### src/rtl/pipelined_divider_pkg.sv
// -----------------------------------------------------------------------------
// pipelined_divider_pkg
// Shared constants for the pipelined signed/unsigned divider and its stage.
//   TAG_WIDTH : width of the opaque tag carried alongside each operation.
// -----------------------------------------------------------------------------
package pipelined_divider_pkg;

  // Width of the operation tag travelling with each division.
  localparam int unsigned TAG_WIDTH = 6;

endpackage : pipelined_divider_pkg

### src/rtl/pipelined_divider_stage.sv
// -----------------------------------------------------------------------------
// pipelined_divider_stage
// One restoring-division step plus its pipeline registers. Each stage shifts
// the next dividend-magnitude bit (MSB first) into the partial remainder,
// compares it against the divisor, subtracts when it fits and shifts the
// resolved quotient bit into the LSB of the work register.
//
// Ports
//   clock, reset          : rising-edge clock, synchronous active-high reset
//   i_valid / o_valid     : stage valid in / registered stage valid out
//   i_rem / o_rem         : partial remainder (dividend_width bits)
//   i_work / o_work       : remaining dividend bits (MSBs) and quotient bits (LSBs)
//   i_divisor / o_divisor : unsigned divisor carried down the pipe
//   i_neg / o_neg         : dividend sign carried down the pipe
//   i_tag / o_tag         : operation tag carried down the pipe
// -----------------------------------------------------------------------------
module pipelined_divider_stage
  import pipelined_divider_pkg::*;
#(
  parameter int unsigned dividend_width = 32,
  parameter int unsigned divisor_width  = 24
) (
  input  logic                      clock,
  input  logic                      reset,
  input  logic                      i_valid,
  input  logic [dividend_width-1:0] i_rem,
  input  logic [dividend_width-1:0] i_work,
  input  logic [divisor_width-1:0]  i_divisor,
  input  logic                      i_neg,
  input  logic [TAG_WIDTH-1:0]      i_tag,
  output logic                      o_valid,
  output logic [dividend_width-1:0] o_rem,
  output logic [dividend_width-1:0] o_work,
  output logic [divisor_width-1:0]  o_divisor,
  output logic                      o_neg,
  output logic [TAG_WIDTH-1:0]      o_tag
);

  // The partial remainder is kept dividend_width wide (not divisor_width) so
  // that a zero divisor, which accepts every trial, accumulates the whole
  // magnitude without overflowing.
  logic [dividend_width:0]   w_trial;
  logic [dividend_width:0]   w_div_ext;
  logic [dividend_width-1:0] w_div_w;
  logic [dividend_width-1:0] w_diff;
  logic [dividend_width-1:0] w_rem_next;
  logic [dividend_width-1:0] w_work_next;
  logic                      w_ge;

  logic                      r_valid;
  logic [dividend_width-1:0] r_rem;
  logic [dividend_width-1:0] r_work;
  logic [divisor_width-1:0]  r_divisor;
  logic                      r_neg;
  logic [TAG_WIDTH-1:0]      r_tag;

  // Restoring step: shift, compare, conditional subtract, quotient bit.
  always_comb begin
    w_trial   = {i_rem, i_work[dividend_width-1]};
    w_div_ext = (dividend_width + 1)'(i_divisor);
    w_div_w   = dividend_width'(i_divisor);
    w_ge      = (w_trial >= w_div_ext);
    // When the trial fits, the difference is below the trial and so fits
    // in dividend_width bits; the dropped carry is always zero.
    w_diff    = w_trial[dividend_width-1:0] - w_div_w;
    if (w_ge) begin
      w_rem_next = w_diff;
    end else begin
      w_rem_next = w_trial[dividend_width-1:0];
    end
    w_work_next = {i_work[dividend_width-2:0], w_ge};
  end

  // Stage valid bit; the only state that is reset.
  always_ff @(posedge clock) begin
    if (reset) begin
      r_valid <= 1'b0;
    end else begin
      r_valid <= i_valid;
    end
  end

  // Data pipeline registers; contents are don't-care while invalid.
  always_ff @(posedge clock) begin
    r_rem     <= w_rem_next;
    r_work    <= w_work_next;
    r_divisor <= i_divisor;
    r_neg     <= i_neg;
    r_tag     <= i_tag;
  end

  assign o_valid   = r_valid;
  assign o_rem     = r_rem;
  assign o_work    = r_work;
  assign o_divisor = r_divisor;
  assign o_neg     = r_neg;
  assign o_tag     = r_tag;

endmodule : pipelined_divider_stage

### src/rtl/pipelined_divider.sv
// -----------------------------------------------------------------------------
// pipelined_divider
// Fully pipelined signed-dividend / unsigned-divisor divider. Accepts one
// operation per cycle with no backpressure; results emerge in issue order
// dividend_width cycles after the sampling edge (stage 0 + dividend_width
// restoring stages, sign correction combinational at the output).
//
// Quotient truncates toward zero; remainder takes the sign of the dividend.
// A zero divisor yields an all-ones quotient and remainder equal to the
// dividend. divisor_width must not exceed dividend_width.
//
// Ports
//   clock        : rising-edge clock
//   reset        : synchronous active-high reset (clears all valid bits)
//   input_valid  : dividend, divisor and input_tag are sampled this cycle
//   input_tag    : opaque 6-bit tag carried with the operation
//   divisor      : unsigned divisor, divisor_width bits
//   dividend     : two's-complement dividend, dividend_width bits
//   output_valid : quotient, remainder and output_tag valid this cycle
//   output_tag   : tag of the completing operation
//   quotient     : signed quotient, dividend_width bits
//   remainder    : signed remainder, dividend_width bits
// -----------------------------------------------------------------------------
module pipelined_divider
  import pipelined_divider_pkg::*;
#(
  parameter int unsigned dividend_width = 32,
  parameter int unsigned divisor_width  = 24
) (
  input  logic                      clock,
  input  logic                      reset,
  input  logic                      input_valid,
  input  logic [5:0]                input_tag,
  input  logic [divisor_width-1:0]  divisor,
  input  logic [dividend_width-1:0] dividend,
  output logic                      output_valid,
  output logic [5:0]                output_tag,
  output logic [dividend_width-1:0] quotient,
  output logic [dividend_width-1:0] remainder
);

  localparam int unsigned tag_width = TAG_WIDTH;
  localparam int unsigned stages    = dividend_width;

  // Per-stage pipeline signals; index 0 is the input register stage.
  logic                      stage_valid [0:stages];
  logic [dividend_width-1:0] w_rem       [0:stages];
  logic [dividend_width-1:0] w_work      [0:stages];
  logic [divisor_width-1:0]  w_divisor   [0:stages];
  logic                      w_neg       [0:stages];
  logic [tag_width-1:0]      w_tag       [0:stages];

  logic [dividend_width-1:0] w_mag;

  logic                      r_valid0;
  logic [dividend_width-1:0] r_mag;
  logic                      r_neg;
  logic [divisor_width-1:0]  r_divisor;
  logic [tag_width-1:0]      r_tag;

  // Dividend magnitude; the most negative value negates to itself, which is
  // exactly its magnitude when read as unsigned.
  always_comb begin
    if (dividend[dividend_width-1]) begin
      w_mag = -dividend;
    end else begin
      w_mag = dividend;
    end
  end

  // Stage 0 valid bit; input_valid is ignored while reset is high.
  always_ff @(posedge clock) begin
    if (reset) begin
      r_valid0 <= 1'b0;
    end else begin
      r_valid0 <= input_valid;
    end
  end

  // Stage 0 data: magnitude, sign, divisor and tag.
  always_ff @(posedge clock) begin
    r_mag     <= w_mag;
    r_neg     <= dividend[dividend_width-1];
    r_divisor <= divisor;
    r_tag     <= input_tag;
  end

  assign stage_valid[0] = r_valid0;
  assign w_rem[0]       = {dividend_width{1'b0}};
  assign w_work[0]      = r_mag;
  assign w_divisor[0]   = r_divisor;
  assign w_neg[0]       = r_neg;
  assign w_tag[0]       = r_tag;

  for (genvar k = 1; k <= stages; k++) begin : g_stage
    pipelined_divider_stage #(
      .dividend_width (dividend_width),
      .divisor_width  (divisor_width)
    ) u_stage (
      .clock     (clock),
      .reset     (reset),
      .i_valid   (stage_valid[k-1]),
      .i_rem     (w_rem[k-1]),
      .i_work    (w_work[k-1]),
      .i_divisor (w_divisor[k-1]),
      .i_neg     (w_neg[k-1]),
      .i_tag     (w_tag[k-1]),
      .o_valid   (stage_valid[k]),
      .o_rem     (w_rem[k]),
      .o_work    (w_work[k]),
      .o_divisor (w_divisor[k]),
      .o_neg     (w_neg[k]),
      .o_tag     (w_tag[k])
    );
  end

  // Sign correction from the last stage. A zero divisor forces an all-ones
  // quotient regardless of sign; its remainder is the magnitude, so negating
  // it for a negative dividend restores the original dividend.
  always_comb begin
    if (w_divisor[stages] == {divisor_width{1'b0}}) begin
      quotient = {dividend_width{1'b1}};
    end else if (w_neg[stages]) begin
      quotient = -w_work[stages];
    end else begin
      quotient = w_work[stages];
    end
    if (w_neg[stages]) begin
      remainder = -w_rem[stages];
    end else begin
      remainder = w_rem[stages];
    end
  end

  assign output_valid = stage_valid[stages];
  assign output_tag   = w_tag[stages];

endmodule : pipelined_divider

### config.mk
export PLATFORM = sky130hd
export DESIGN_NAME = pipelined_divider
export DESIGN_NICKNAME = d
export VERILOG_FILES = /design/src/rtl/pipelined_divider_pkg.sv /design/src/rtl/pipelined_divider_stage.sv /design/src/rtl/pipelined_divider.sv
export SDC_FILE = /design/constraint.sdc
export NUM_CORES = 2
export LEC_CHECK = 0
export BUFFER_PORTS_ARGS = -buffer_cell sky130_fd_sc_hd__clkbuf_2
export CORE_ASPECT_RATIO = 1.25
export CORE_UTILIZATION = 56
export CTS_CLUSTER_SIZE = 14
export DETAILED_ROUTE_END_ITERATION = 7
export PLACE_DENSITY_LB_ADDON = 0.2
export SKIP_CTS_REPAIR_TIMING = 1
export SYNTH_ARGS = -nofsm -noshare
export SYNTH_HDL_FRONTEND = slang
export SYNTH_SLANG_ARGS = --single-unit
export TNS_END_PERCENT = 10
### constraint.sdc
create_clock -name clock -period 2.88 [get_ports clock]
set_input_delay 0.288 -clock clock [delete_from_list [all_inputs] [get_ports clock]]
set_output_delay 0.288 -clock clock [all_outputs]
set_load 0.005 [all_outputs]
# == Word-level counts from Yosys, hierarchy flattened ==
# Cells that the tools add are included.
# W data, S select, Z words.
# word_totals
wordCells,303
reg_bits,3129
# classes
reduce_logical,1
add_sub_neg,35
n_lt_le_gt_ge,32
n_mux,36
# op_table
cell,n
$mux W32,34
$ge A33 B24 Y1,31
$sub A32 B24 Y32,31
$neg A32 Y32,3
$mux W31,1
$sub A1 B24 Y25,1
$ge A1 B24 Y1,1
$logic_not A24 Y1,1
$mux W1,1

# == Longest topological paths before layout ==
# logic_depth
depth_word,3
mapped_depth,15
mapped_depth_nobuf,14

# == Modules after synthesis ==
# A second synthesis with hierarchy kept.
# hier_totals
cells_unflattened,13211
area_unflattened_um2,130616.5
# by_module_without_submodules
mod,area_each_um2,cells_per_inst,n_inst,seq_area_each_um2
pipelined_divider_stage (g_stage[10].u_stage ...),3987.6,399,27,1921.8
pipelined_divider_stage (g_stage[21].u_stage ...),3839.9,404,5,1921.8
pipelined_divider,3752.3,418,1,1281.2

# == Worst setup path after synthesis ==
# OpenSTA, ideal clock, no wires.
# synth_path
path_type,flip-flop to flip-flop
startpoint,reg g_stage[14].u_stage.r_divisor[14]
endpoint,reg g_stage[15].u_stage.r_rem[30]
setup_slack_ps,-305
t_arrival_ps,3066
synth_period_minus_slack_ps,3185
stages_incl_launch_ff,14
required_ps,2762
cell_sequence,dfxtp_1 -> inv_1 -> ha_1 -> buf_4 -> nand2_1 -> or4_1 -> nor2_1 -> nand3_1 -> or4_1 -> nand2_1 -> nor2_1 -> or2_1 -> or4_1 -> xnor2_1
# synth_between
elab_chain_cells,2
word_cells_on_any_way,3
classes_between,1 x add/sub; 1 x order compare; 1 x mux
# synth_lines
item,line_no,text
"start, declared",pipelined_divider_stage.sv:53,logic [divisor_width-1:0] r_divisor;
"start signal, assigned",pipelined_divider_stage.sv:87,r_divisor <= i_divisor;
$sub A32 B24 Y32 / $ge A33 B24 Y1 (equally long branches),"pipelined_divider_stage.sv:65, pipelined_divider_stage.sv:62",
$mux W32 *,pipelined_divider_stage.sv:66,if (w_ge) begin
via g_stage[15].u_stage.w_rem_next[30],pipelined_divider_stage.sv:46,logic [dividend_width-1:0] w_rem_next;
"end signal, assigned",pipelined_divider_stage.sv:85,r_rem <= w_rem_next;
"end, declared",pipelined_divider_stage.sv:51,logic [dividend_width-1:0] r_rem;
# Mark *: on every way through the listed nets, which the timed path passes. The rest lies on a longest branch.
# A chain may end at the register's enable or synchronous reset.

# == Worst setup path in the final report ==
# layout_path
startpoint,reg g_stage[32].u_stage.r_work[3]
endpoint,out quotient[30]
# layout_between
elab_chain_cells,3
# layout_lines
item,line_no,text
"start, declared",pipelined_divider_stage.sv:52,logic [dividend_width-1:0] r_work;
"start signal, assigned",pipelined_divider_stage.sv:86,r_work <= w_work_next;
$neg A32 Y32,pipelined_divider.sv:124,quotient = -w_work[stages];
$mux W32,pipelined_divider.sv:123,end else if (w_neg[stages]) begin
$mux W32,pipelined_divider.sv:121,if (w_divisor[stages] == {divisor_width{1'b0}}) begin
"end, declared",pipelined_divider.sv:38,"output logic [dividend_width-1:0] quotient,"
# Every way passes these cells.

==> run summary <==
- DRC, setup timing — failing checks
- 0.206 sq mm — placeable core region
- 0.955 — gp weighted congestion
- sky130_fd_sc_hd__clkbuf_16 — clock root buffer
- 89,300 — number of global-route vias before repair
- 0.89 ns — clock latency on the worst-skew pair
- 4.11 ns — post-layout min period
- 0 — Yosys warning total
- 0.116 sq mm — summed instance area of the synthesized netlist
- 3.82 ns — arrival time reported for the critical path endpoint
- 0 — Final Max Slew Viols
- sky130_fd_sc_hd__dfxtp_1 — Synth Flop Type
- 10.0 sq um — synthesized area per cell
- 2.59 ns — endpoint required time on the critical path
- 2 — count of cells along the worst hold path
- 24.7% — Clock power frac
- 48 — largest net degree at the start of global routing
- 143% — fraction of the cycle the final worst path needs
- 12,500 — Mapped Nets
- 15,900 — number of instances in the placed design
- 36.7% — sequential share of power
- 28.2% — GRT Overall Usage
- 0 — number of max-cap violations
- 0.821 ns — actual transition at the worst max-transition pin
- 5,347 — DR iter-0 viols
- 43.9% — Slew Limit Headroom
- 38.6% — part of the total power dissipated in combinational logic
- 0 — count of nets left with antenna violations after detail routing
- 23.1% — share of cells above drive strength 1
- reset — launch instance of the worst min-delay path
- 0 — number of flops mapped to enable cells by yosys
- 0.133 sq mm — instance area at placement
- 314,000 um — wire length after detailed routing
- 243 MHz — maximum clock rate
- 14 — number of antenna violations at the first check in global routing
- 637 — Setup Viol. Count Final
- -0.39 ns — R2R Setup Slk
- 0.210 sq mm — Total Die Area
- 14,600 — net count of the finished layout
- 0% — fraction of synthesis flops using an asynchronous set or reset pin
- 0.148 sq mm — Final Instance Area
- 0 — number of hold violations in the final report
- finished, violations left — outcome
- 91 — post-synth cell types
- 27.5% — signed area change from the synthesized netlist to the final layout
- 8 — Detailed Routing Iterations Pass 1
- -1.23 ns — final worst setup slack
- 471,000 um — wire length of the first global-routing pass
- 135 — buffers added on ports
- 105 mW — internal power consumption
- 53.5 mW — switching pwr
- 14 — worst-case reg-to-reg path depth
- 56.5% — initial cell density of the core
- 11,600 — Gate Count Post-Synth
- 303 — total clock buffers created by CTS
- input pin to flip-flop — min-delay worst type
- 93 — remaining design rule violation count
- 0.00372 ns — minimum hold slack
- 0.0586 ns — clock skew after layout
- yes — CTS tree
- flip-flop to primary output — start-to-end type of the worst setup path
- 5 — deepest level of the CTS H-tree
- 18.9 um — WL/cell
- 16,600 — non-filler cells, final
- 89,300 — total number of vias
- 5.37 — vias per cell
- 3,129 — count of state elements after synthesis
- primary output — Critical Path End Type
- 1070 mW/mm^2 — power density relative to cell area
- 410 um — width of the chip
- 53.8% — sequential element share of the synthesized area
- 235,000 um — post-detail-place hpwl
- 0.06 ns — post-CTS clock slew at the launch and capture registers of the worst setup and hold paths
- g_stage[6].u_stage.o_rem[28] — destination of the worst register-to-register timing path
- g_stage[5].u_stage.o_work[31] — startpoint of the lowest-slack register-to-register path
- 2 — Max Fanout on Critical Path
- 512 um — floorplan die height
- 0.593 mV — peak supply drop
- 158 mW — overall power consumption
- 33.8% — net switching fraction of the power
- 4 — worst-case clock buffer depth
- true — setup repair after global routing missed its margin
- 3,129 — number of clock sinks
- 136 — Ports
- 67.9 nW — total leakage power
- 186 — number of rows created at floorplan
- flip-flop — category of the worst setup path launch point
- g_stage[1].u_stage.o_valid — hold worst-path end
- 0 — global-route congestion overflow total
## stage by stage
| step | utilization [%] | setup slack (ns) | setup TNS, ns |
|---|---|---|---|
| after floorplan | - | -0.178 | -10.45 |
| after global placement | 64.5 | -0.848 | -136.32 |
| after detailed placement | 64.5 | -0.774 | -154.90 |
| after CTS | 69.2 | -1.39 | -227.03 |
| after global routing | 72.1 | -1.38 | -220.82 |
| final | 72.1 | -1.23 | -104.90 |
## logic make-up (layout without fill, tap and decap cells)
group                      after synthesis  count (layout)  share of synthesized area [%]
and+or+nand+nor                       2843            2843                           11.8
DFF                                   3129            3129                           53.8
xor gates and xnor gates               922             922                           6.93
AOI/OAI and AO/OA                     2653            2653                           14.0
adders and majority gates              780             780                           8.58
other                                    0              18                              0
buffers and inverters                 1192            3467                           3.87
muxes                                  104             104                           1.00
## worst max-delay path by stage
stage / slack, ns / cells after the start / start / end
floorplan: -0.18 / 10 / g_stage[32].u_stage.o_work[3] / quotient[28]
global placement: -0.85 / 14 / g_stage[6].u_stage.o_work[31] / g_stage[7].u_stage.o_rem[20]
detailed placement: -0.77 / 14 / g_stage[6].u_stage.o_work[31] / g_stage[7].u_stage.o_rem[20]
CTS: -1.39 / 10 / g_stage[32].u_stage.o_work[3] / quotient[28]
global route: -1.38 / 10 / g_stage[32].u_stage.o_work[3] / quotient[28]
finish: -1.23 / 10 / g_stage[32].u_stage.o_work[3] / quotient[30]
## registers in the layout, indices dropped and copies added (netlist names)
| register | cells |
|---|---|
| r_valid0 | 1 |
| r_mag | 32 |
| g_stage.u_stage.o_neg | 32 |
| g_stage.u_stage.o_divisor | 768 |
| g_stage.u_stage.o_rem | 1017 |
| r_neg | 1 |
| g_stage.u_stage.o_tag | 192 |
| g_stage.u_stage.o_work | 1024 |
| r_divisor | 24 |
| g_stage.u_stage.o_valid | 32 |
| r_tag | 6 |
## power groups by stage
stage	combinational [mW]	clock, mW	sequential (mW)
after global routing	66.9	41.7	58.8
after global placement	55.4	0	58.4
after CTS	57.1	39.9	57.7
after floorplan	36.2	0	55.7
after detailed placement	56.5	0	58.5
final	61.1	39.1	58.1
## cell usage in the layout (no fill, tap or decap), drive strengths merged, types with 471 or more instances in the layout
master	instances
dfxtp	3129
buf	1810
inv	974
nand2	872
a21oi	820
ha	749
o21ai	742
nor2	699
clkbuf	522
xnor2	471
## cell type report
class | instances | area (sq um)
Clock inverter | 93 | 1190
Timing Repair Buffer | 2010 | 15600
Antenna cell | 18 | 45.0
Multi-Input combinational cell | 7302 | 53200
Timing Repair inverter | 1 | 7.51
Clock buffer | 400 | 8550
Inverter | 963 | 3620
Tap cell | 2726 | 3410
Sequential cell | 3129 | 62800
Fill cell | 15000 | 57500
## worst max-delay path, cell delays in order (launching register included)
cell and delay (ns):
sky130_fd_sc_hd__dfxtp_2 0.33, sky130_fd_sc_hd__nor4_4 0.29, sky130_fd_sc_hd__nand2_1 0.13, sky130_fd_sc_hd__or4_4 0.44, sky130_fd_sc_hd__or3_4 0.41, sky130_fd_sc_hd__or3_4 0.39, sky130_fd_sc_hd__or4_4 0.45, sky130_fd_sc_hd__o21ai_2 0.16
sky130_fd_sc_hd__xor2_1 0.16, sky130_fd_sc_hd__nand2_1 0.07, sky130_fd_sc_hd__buf_2 0.14
## layer usage
layer,routed length (um),GRT usage [%]
met1,118000,30.1
met2,165000,53.2
met3,12900,3.49
met4,18100,15.2
met5,46,0
## synth_stat cells (17+ instances only)
library cell / n / area (sq um)
sky130_fd_sc_hd__clkbuf_1: 192 / 721
sky130_fd_sc_hd__nor3_1: 175 / 876
sky130_fd_sc_hd__a21o_1: 322 / 2420
sky130_fd_sc_hd__or2_2: 30 / 188
sky130_fd_sc_hd__nand4_1: 108 / 676
sky130_fd_sc_hd__and2_1: 46 / 288
sky130_fd_sc_hd__o31ai_1: 79 / 593
sky130_fd_sc_hd__ha_1: 749 / 9370
sky130_fd_sc_hd__o21ai_0: 734 / 3670
sky130_fd_sc_hd__a21boi_0: 32 / 240
sky130_fd_sc_hd__nand3b_1: 28 / 210
sky130_fd_sc_hd__o21a_1: 114 / 856
sky130_fd_sc_hd__inv_1: 959 / 3600
sky130_fd_sc_hd__xnor2_1: 471 / 4130
sky130_fd_sc_hd__o31a_1: 30 / 263
sky130_fd_sc_hd__nand2_1: 872 / 3270
sky130_fd_sc_hd__a31oi_1: 80 / 500
sky130_fd_sc_hd__a211o_1: 20 / 175
sky130_fd_sc_hd__o2111ai_1: 17 / 149
sky130_fd_sc_hd__dfxtp_1: 3129 / 62600
sky130_fd_sc_hd__a2111oi_0: 21 / 184
sky130_fd_sc_hd__o211ai_1: 38 / 285
sky130_fd_sc_hd__nor2b_1: 159 / 995
sky130_fd_sc_hd__nand3_1: 173 / 866
sky130_fd_sc_hd__a21oi_1: 820 / 4100
sky130_fd_sc_hd__o21bai_1: 78 / 586
sky130_fd_sc_hd__nor4_1: 96 / 601
sky130_fd_sc_hd__mux2_2: 101 / 1140
sky130_fd_sc_hd__and3_1: 73 / 457
sky130_fd_sc_hd__and4_1: 20 / 175
sky130_fd_sc_hd__xor2_1: 451 / 3950
sky130_fd_sc_hd__fa_1: 31 / 621
sky130_fd_sc_hd__a211oi_1: 74 / 556
sky130_fd_sc_hd__a31o_2: 18 / 158
sky130_fd_sc_hd__nand2b_1: 136 / 851
sky130_fd_sc_hd__or4_1: 66 / 495
sky130_fd_sc_hd__or3_1: 102 / 638
sky130_fd_sc_hd__o41ai_1: 29 / 254
sky130_fd_sc_hd__buf_2: 20 / 100
sky130_fd_sc_hd__nor2_1: 698 / 2620
Power figures use the tool's default switching activity.
